<file path="config.mk">
export PLATFORM = sky130hd
export DESIGN_NAME = wb_byte_master
export DESIGN_NICKNAME = d
export VERILOG_FILES = /design/src/rtl/wb_byte_master.sv
export SDC_FILE = /design/constraint.sdc
export NUM_CORES = 1
export LEC_CHECK = 0
export ABC_AREA = 1
export BUFFER_PORTS_ARGS = -buffer_cell sky130_fd_sc_hd__buf_4
export CAP_MARGIN = 0
export CORE_MARGIN = 2
export CORE_UTILIZATION = 35
export DETAILED_ROUTE_END_ITERATION = 6
export SLEW_MARGIN = 40
export SYNTH_ARGS = -nofsm -noshare
export SYNTH_HDL_FRONTEND = slang
export SYNTH_SLANG_ARGS = --single-unit
</file>
<file path="constraint.sdc">
create_clock -name clk -period 2 [get_ports clk]
set_clock_uncertainty 0.2 [all_clocks]
set_input_delay 0.3 -clock clk [delete_from_list [all_inputs] [get_ports clk]]
set_output_delay 0.3 -clock clk [all_outputs]
set_load 0.03 [all_outputs]
</file>
<file path="src/rtl/wb_byte_master.sv">
// wb_byte_master: decodes opcode/address/data command bytes into one Wishbone transfer
// and returns a status byte (plus read data). Define WB_BYTE_MASTER_TIMEOUT_EN for a bus timeout.
module wb_byte_master #(
  parameter int unsigned TIMEOUT_CYCLES = 255
) (
  input  logic       clk,
  input  logic       rst,
  input  logic [7:0] rx_data,
  input  logic       rx_valid,
  output logic       rx_ready,
  output logic [7:0] tx_data,
  output logic       tx_valid,
  input  logic       tx_ready,
  output logic [7:0] wb_adr_o,
  output logic [7:0] wb_dat_o,
  input  logic [7:0] wb_dat_i,
  output logic       wb_we_o,
  output logic       wb_cyc_o,
  output logic       wb_stb_o,
  input  logic       wb_ack_i
);

  typedef enum logic [2:0] {IDLE, ADDR, DATA, BUS, STATUS, RDATA} state_t;

  localparam logic [7:0] OP_WRITE   = 8'h01;
  localparam logic [7:0] OP_READ    = 8'h02;
  localparam logic [7:0] ST_OK      = 8'h00;
  localparam logic [7:0] ST_BAD_OP  = 8'hFE;
  localparam logic [7:0] ST_TIMEOUT = 8'hFF;

  if (TIMEOUT_CYCLES < 1 || TIMEOUT_CYCLES > 65535) begin : g_bad_timeout
    $error("wb_byte_master: TIMEOUT_CYCLES must be within 1..65535");
  end

  state_t     state;
  logic       is_write;
  logic [7:0] status;
  logic [7:0] rd_buf;
  logic       rx_fire;
  logic       start_bus;

`ifdef WB_BYTE_MASTER_TIMEOUT_EN
  // Counter holds the number of BUS cycles already spent without ack.
  localparam logic [15:0] TMO_LAST = 16'(TIMEOUT_CYCLES - 1);
  logic [15:0] tmo_cnt;
`endif

  assign rx_fire   = rx_valid && rx_ready;
  // The last command byte launches the bus cycle: address for reads, data for writes.
  assign start_bus = rx_fire && ((state == ADDR && !is_write) || state == DATA);

  // NOTE: reset is synchronous and active-low, so it lives inside the clocked block
  // and is only seen at a rising edge.
  always_ff @(posedge clk) begin
    if (!rst) begin
      state    <= IDLE;
      is_write <= 1'b0;
      status   <= 8'h00;
      rd_buf   <= 8'h00;
      rx_ready <= 1'b0;
      tx_data  <= 8'h00;
      tx_valid <= 1'b0;
      wb_adr_o <= 8'h00;
      wb_dat_o <= 8'h00;
      wb_we_o  <= 1'b0;
      wb_cyc_o <= 1'b0;
      wb_stb_o <= 1'b0;
`ifdef WB_BYTE_MASTER_TIMEOUT_EN
      tmo_cnt  <= 16'd0;
`endif
    end else begin
      // NOTE: every state register uses non-blocking assignment so all updates
      // in this block see pre-edge values, regardless of statement order.
      case (state)
        IDLE: begin
          rx_ready <= 1'b1;
          if (rx_fire) begin
            if (rx_data == OP_WRITE || rx_data == OP_READ) begin
              is_write <= (rx_data == OP_WRITE);
              state    <= ADDR;
            end else begin
              status   <= ST_BAD_OP;
              tx_data  <= ST_BAD_OP;
              tx_valid <= 1'b1;
              rx_ready <= 1'b0;
              state    <= STATUS;
            end
          end
        end

        ADDR: begin
          if (rx_fire) begin
            wb_adr_o <= rx_data;
            if (is_write) state <= DATA;
          end
        end

        DATA: begin
          if (rx_fire) wb_dat_o <= rx_data;
        end

        BUS: begin
          if (wb_ack_i) begin
            wb_cyc_o <= 1'b0;
            wb_stb_o <= 1'b0;
            wb_we_o  <= 1'b0;
            if (!is_write) rd_buf <= wb_dat_i;
            status   <= ST_OK;
            tx_data  <= ST_OK;
            tx_valid <= 1'b1;
            state    <= STATUS;
          end
`ifdef WB_BYTE_MASTER_TIMEOUT_EN
          else if (tmo_cnt == TMO_LAST) begin
            wb_cyc_o <= 1'b0;
            wb_stb_o <= 1'b0;
            wb_we_o  <= 1'b0;
            rd_buf   <= 8'h00;
            status   <= ST_TIMEOUT;
            tx_data  <= ST_TIMEOUT;
            tx_valid <= 1'b1;
            state    <= STATUS;
          end else begin
            tmo_cnt <= tmo_cnt + 16'd1;
          end
`endif
        end

        STATUS: begin
          if (tx_ready) begin
            // Reads that reached the bus always return a data byte, even after a timeout.
            if (!is_write && (status == ST_OK || status == ST_TIMEOUT)) begin
              tx_data <= rd_buf;
              state   <= RDATA;
            end else begin
              tx_valid <= 1'b0;
              rx_ready <= 1'b1;
              state    <= IDLE;
            end
          end
        end

        RDATA: begin
          if (tx_ready) begin
            tx_valid <= 1'b0;
            rx_ready <= 1'b1;
            state    <= IDLE;
          end
        end

        default: begin
          rx_ready <= 1'b0;
          tx_valid <= 1'b0;
          wb_cyc_o <= 1'b0;
          wb_stb_o <= 1'b0;
          wb_we_o  <= 1'b0;
          state    <= IDLE;
        end
      endcase

      if (start_bus) begin
        wb_cyc_o <= 1'b1;
        wb_stb_o <= 1'b1;
        wb_we_o  <= is_write;
        rx_ready <= 1'b0;
        state    <= BUS;
`ifdef WB_BYTE_MASTER_TIMEOUT_EN
        tmo_cnt  <= 16'd0;
`endif
      end
    end
  end

endmodule
</file>
# Yosys cells after proc, flatten, opt, wreduce, memory -nomap -nowiden
# Cells that the tools add are included.
totals:
  register_bits: 48
  elab_cells: 103
  n_memories: 0
  latchBits: 0
  out_inout_bits: 29
  mem_bits_ro: 0
  mem_bits_rw: 0
op_classes:
  reduce_logical: 27
  multipliers: 0
  n_lt_le_gt_ge: 0
  n_shift: 0
  div_mod_pow: 0
  n_bitwise: 5
  n_addsub: 0
  muxes: 34
  eq_ne: 25
op_table:
  columns: ["op", "n"]
  rows:
  - ["8-bit 2-to-1 mux", 5]
  - ["3-bit 2-to-1 mux", 8]
  - ["8-bit case mux with 3 select lines", 1]
  - ["7-bit AND reduction", 3]
  - ["2-bit != test, second input constant", 10]
  - ["3-bit != test, second input constant", 6]
  - ["3-bit case mux with 6 select lines", 1]
  - ["8-bit case mux with 2 select lines", 1]
  - ["1-bit 2-to-1 mux", 14]
  - ["8-bit by 1-bit equality test with 1-bit output, second input constant", 1]
  - ["8-bit by 2-bit equality test with 1-bit output, second input constant", 1]
  - ["8-bit equality test, second input constant", 1]
  - ["8-bit zero test", 1]
  - ["4-bit AND reduction", 2]
  - ["3-bit by 2-bit equality test with 1-bit output, second input constant", 2]
  - ["3-bit equality test, second input constant", 2]
  - ["2-bit AND reduction", 3]
  - ["3-bit AND reduction", 2]
  - ["6-bit AND reduction", 1]
  - ["1-bit inverter", 5]
  - ["1-bit case mux with 5 select lines", 1]
  - ["5-bit OR reduction", 1]
  - ["1-bit logical AND", 4]
  - ["1-bit case mux with 4 select lines", 1]
  - ["other kinds (11)", 14]

# Longest topological paths before layout
logic_depth:
  ltp_word: 7
  ltp_mapped: 11

# Least setup slack after synthesis
# OpenSTA, ideal clock, no wires.
synth_timing:
  kind: "register to register"
  startpoint: "register rx_ready"
  endpoint: "register tx_data[0]"
  required_ns: 1.736
  period_less_slack_ns: 1.664
  setup_ns: 0.064
  arrival_time_ns: 1.400
  stages_incl_launch_ff: 8
  path_slack_ns: 0.336
  path_cell_list: "dfxtp_1 -> nand2_1 -> nand3_1 -> buf_2 -> nand3_4 -> nand2_1 -> inv_1 -> nor2_1"
synth_via:
  elab_chain_cells: 3
synth_lines:
  columns: ["element", "line_no", "text"]
  rows:
  - ["from (decl)", "10", "output logic rx_ready,"]
  - ["from (signal assigned)", "60", "rx_ready <= 1'b0;"]
  - ["from (signal assigned)", "76", "rx_ready <= 1'b1;"]
  - ["from (signal assigned)", "85", "rx_ready <= 1'b0;"]
  - ["1-bit logical AND", "48", "assign rx_fire = rx_valid && rx_ready;"]
  - ["2-bit != test (no source line)", null, null]
  - ["6-bit AND reduction (no source line)", null, null]
  - ["to (signal assigned)", "133", "tx_data <= rd_buf;"]
  - ["to (decl)", "11", "output logic [7:0] tx_data,"]
# Every way passes these cells.
# A chain may end at the register's enable or synchronous reset.

# Final worst setup path
layout_timing:
  startpoint: "register state[1]"
  endpoint: "register tx_data[6]"
layout_via:
  elab_chain_cells: 3
  elab_cells_between_ends: 11
  cone_classes: "eq/ne (7); mux (1); reduce/logical (3)"
layout_lines:
  columns: ["element", "line_no", "text"]
  rows:
  - ["from (decl)", "35", "state_t state;"]
  - ["from (signal assigned)", "56", "state <= IDLE;"]
  - ["from (signal assigned)", "80", "state <= ADDR;"]
  - ["from (signal assigned)", "86", "state <= STATUS;"]
  - ["3-bit equality test (tied with other cells)", "74", "case (state)"]
  - ["2-bit != test (no source line) or 3-bit nonzero test (tied branches)", null, null]
  - ["6-bit AND reduction (no source line)", null, null]
# Several ways; a longest one is shown, not always the timed one.

==> impl_results.md <==
- Max cap viols: 0
- Placed insts: 410
- Max VDD drop: 0.584 mV
- Ys Warns: 0
- Layout cells sized above 1: 23.7%
- Pwr Total: roughly 0.0035 W
- Hold WS: 0.0411 ns
- RSZ-0062 raised after global routing: false
- Setup WS pre-CTS: 0.267 ns
- Tcrit/Tclk final: between 80 and 90%
- Synth-to-layout area growth: 26.8%
- GRT Total Usage: 15.0%
- Routability cong.: 0.842
- Largest net degree at the start of global routing: slightly above 40
- Bufs and invs on worst path: 2
- Fill count: 595
- Port buffer count: 49
- Final Setup Violations: 0
- R2r worst-path depth: 8
- Root Buffer Master: clkbuf_8
- WP depth: 8
- CP Launch Type: flip-flop
- Initial Utilization: 36.4%
- Cell Chain, Critical Path: clkinv_4, nand2_2, nor2_2, nand3_4, nand3_4, nand2_1, inv_1, nor2_1
- Slowest-stage cell, CP: dfxtp_1
- Chip Width: 79.7 um
- Area of the multi-input gates: around 950 sq um
- Initial antenna violation count: 0
- Slew headroom: 70.8%
- Synth Cell Area: 2010 sq um
- Post-synthesis sequential area ratio: about two fifths
- Detail Route Antenna Nets: 0
- Postcts setup bufs: 0
- Leakage: 1.26 nW
- Cell mode on critical path: nand3_4
- Worst Max-Slew Pin Slew: 0.437 ns
- Clk Latency, worst-skew pair: ~0.29 ns
- Fin Setup TNS: 0 ns
- Via-to-Cell Ratio: roughly 4.4
- Clk slew on worst S/H paths: roughly 0.080 ns
- CTS resizes: 0
- Fmax: slightly below 0.6 GHz
- Hold-fix buffers, CTS: 0
- Worst R2R End: tx_data[6]$_SDFFE_PN0P_
- CP max FO: 14
- R2R Setup Slk: 0.28 ns
- Clock Sinks: 41
- Post-Syn Nets: around 320
- Die area: 6360 sq um
- Non-Filler Instances: 418
- Nets: around 370
- Final Hold Vio Count: 0
- Post-route worst setup slack: roughly 0.28 ns
- Largest cells by area after synthesis: dfxtp_1, nor2_1, nand2_1, o21ai_0, inv_1
- Pins over their slew limit: 0
- Overflow after GRT: 0
- Pwr Density: between 1000 and 1500 nW/um^2
- Cells after synthesis: 295
- Core area: 5510 sq um
- Worst setup endpoint: tx_data[6]$_SDFFE_PN0P_
- Crit path max-delay family: simple AND/OR/NAND/NOR gates
- Worst endpoint data arrival time: around 1.8 ns
- Reg area: between 800 and 900 sq um
- Netlist cell types: 29
- Worst Setup SP: state[1]$_SDFFE_PN0P_
- Yosys top cell area share: 40.9%
- Total I/O pin count: 50
- WL/cell: 10.4 um
- RR Startpoint: state[1]$_SDFFE_PN0P_
- CP required: 2.04 ns
- DIE HEIGHT: between 70 and 80 um
- HPWL Detailed: ~3300 um
- Vias: between 1500 and 2000
- First drt pass iteration count: 4
- H-tree depth: 2
- Avg Synthesized Cell Area: 6.80 sq um
- ANT cells: 0
- Total CTS buffers: 5
- Post-layout minimum cycle time: 1.72 ns
- CTS tree: yes
- #FFs+latches synth: roughly 40
- Crit path kind: reg2reg
- DRT iter0 DRCs: 63
- Setup crit end kind: flip-flop
- Hold WC Path Type: in2reg
- Largest area contributor in the netlist: dfxtp_1
- Vias in the first global route: ~1700
- Status: complete, no violations
- # DRC: 0
- Clock tree buffer depth: 2
- FP Rows: 27
- Routed WL: 4370 um
- Global-route wire length before repair: 7480 um
- Crit path largest cell delay: around 0.60 ns
[layout make-up]
cell class                      instances  share of cell area, %
Inverter                               42                   6.54
Sequential cell                        41                   32.3
Multi-Input combinational cell        202                   37.3
Timing Repair Buffer                   53                   15.6
Clock buffer                            6                   3.24
Clock inverter                          2                   1.47
Tap cell                               72                   3.54
[synthesized netlist by cell type, drive strengths merged]
cell	number
clkinv	2
nand4	10
xor2	1
dfxtp	41
buf	8
nand2	58
o211ai	2
a21oi	5
nand3	19
o21ai	26
clkbuf	2
nor2	78
inv	40
nand3b	2
or2	1
[flip-flops by register name, summed over array words and instances, names as in the netlist]
signal    count
rd_buf        8
state         3
wb_adr_o      8
wb_stb_o      1
status        1
is_write      1
wb_dat_o      8
wb_we_o       1
tx_data       8
tx_valid      1
rx_ready      1
[layer usage]
metal | GRT usage [%] | share of wire (%) | vias up
met5 | 0 | 0 | -
met4 | 6.72 | 2.0 | 0
met3 | 4.64 | 7.0 | 8
met2 | 24.3 | 45 | 40
met1 | 18.1 | 46 | 783
li1 | - | - | 1022
[tightest hold or removal path: cells and delay by family]
kind | cells | cell delay [ns]
and+or+nand+nor | 2 | 0.12
buffers and inverters | 1 | 0.09
[metrics by stage]
stage	area [sq um]	util, %
2_1_floorplan	2010	-
3_3_place_gp	2420	44.0
3_5_place_dp	2420	44.0
4_1_cts	2540	46.2
5_1_grt	2540	46.2
6_report	2540	46.2
[logic make-up after synthesis]
kind of cell / after synthesis / share of synthesized area, %
AO/OA/AOI/OAI: 33 / 8.73
XOR/XNOR: 1 / 0.811
buffers and inverters: 52 / 11.8
flip-flops: 41 / 40.9
AND/OR/NAND/NOR: 168 / 37.8
[report_power, final]
group / leakage [nW] / total [W] / switching, W / internal, W
clock: 0.0574 / 0.000703 / 0.000297 / 0.000406
combinational: 0.872 / 0.00167 / 0.00107 / 0.000597
sequential: 0.334 / 0.00110 / 0.000133 / 0.000970
[worst min path at each step]
| stage | start | end | slack [ns] | cells past startpoint |
|---|---|---|---|---|
| final | rx_data[6] | wb_adr_o[6]$_SDFFE_PN0P_ | 0.04 | 3 |
| after global routing | rx_data[4] | wb_adr_o[4]$_SDFFE_PN0P_ | 0.04 | 3 |
| after CTS | rx_data[6] | wb_adr_o[6]$_SDFFE_PN0P_ | 0.04 | 3 |
| after detailed placement | status[6]$_SDFFE_PN0P_ | status[6]$_SDFFE_PN0P_ | 0.24 | 2 |
| after global placement | status[6]$_SDFFE_PN0P_ | status[6]$_SDFFE_PN0P_ | 0.24 | 2 |
| after floorplan | status[6]$_SDFFE_PN0P_ | status[6]$_SDFFE_PN0P_ | 0.23 | 2 |
[cell usage in the layout (no fill, tap or decap), drive strengths merged]
cell / count
buf: 53
or2: 1
a21oi: 5
xor2: 1
inv: 40
nand2: 58
o21ai: 26
clkbuf: 6
bufinv: 1
nand3b: 2
nor2: 78
o211ai: 2
nand3: 19
nand4: 10
clkinv: 2
clkinvlp: 1
dfxtp: 41
No activity file was read; power rests on OpenSTA's default activity.
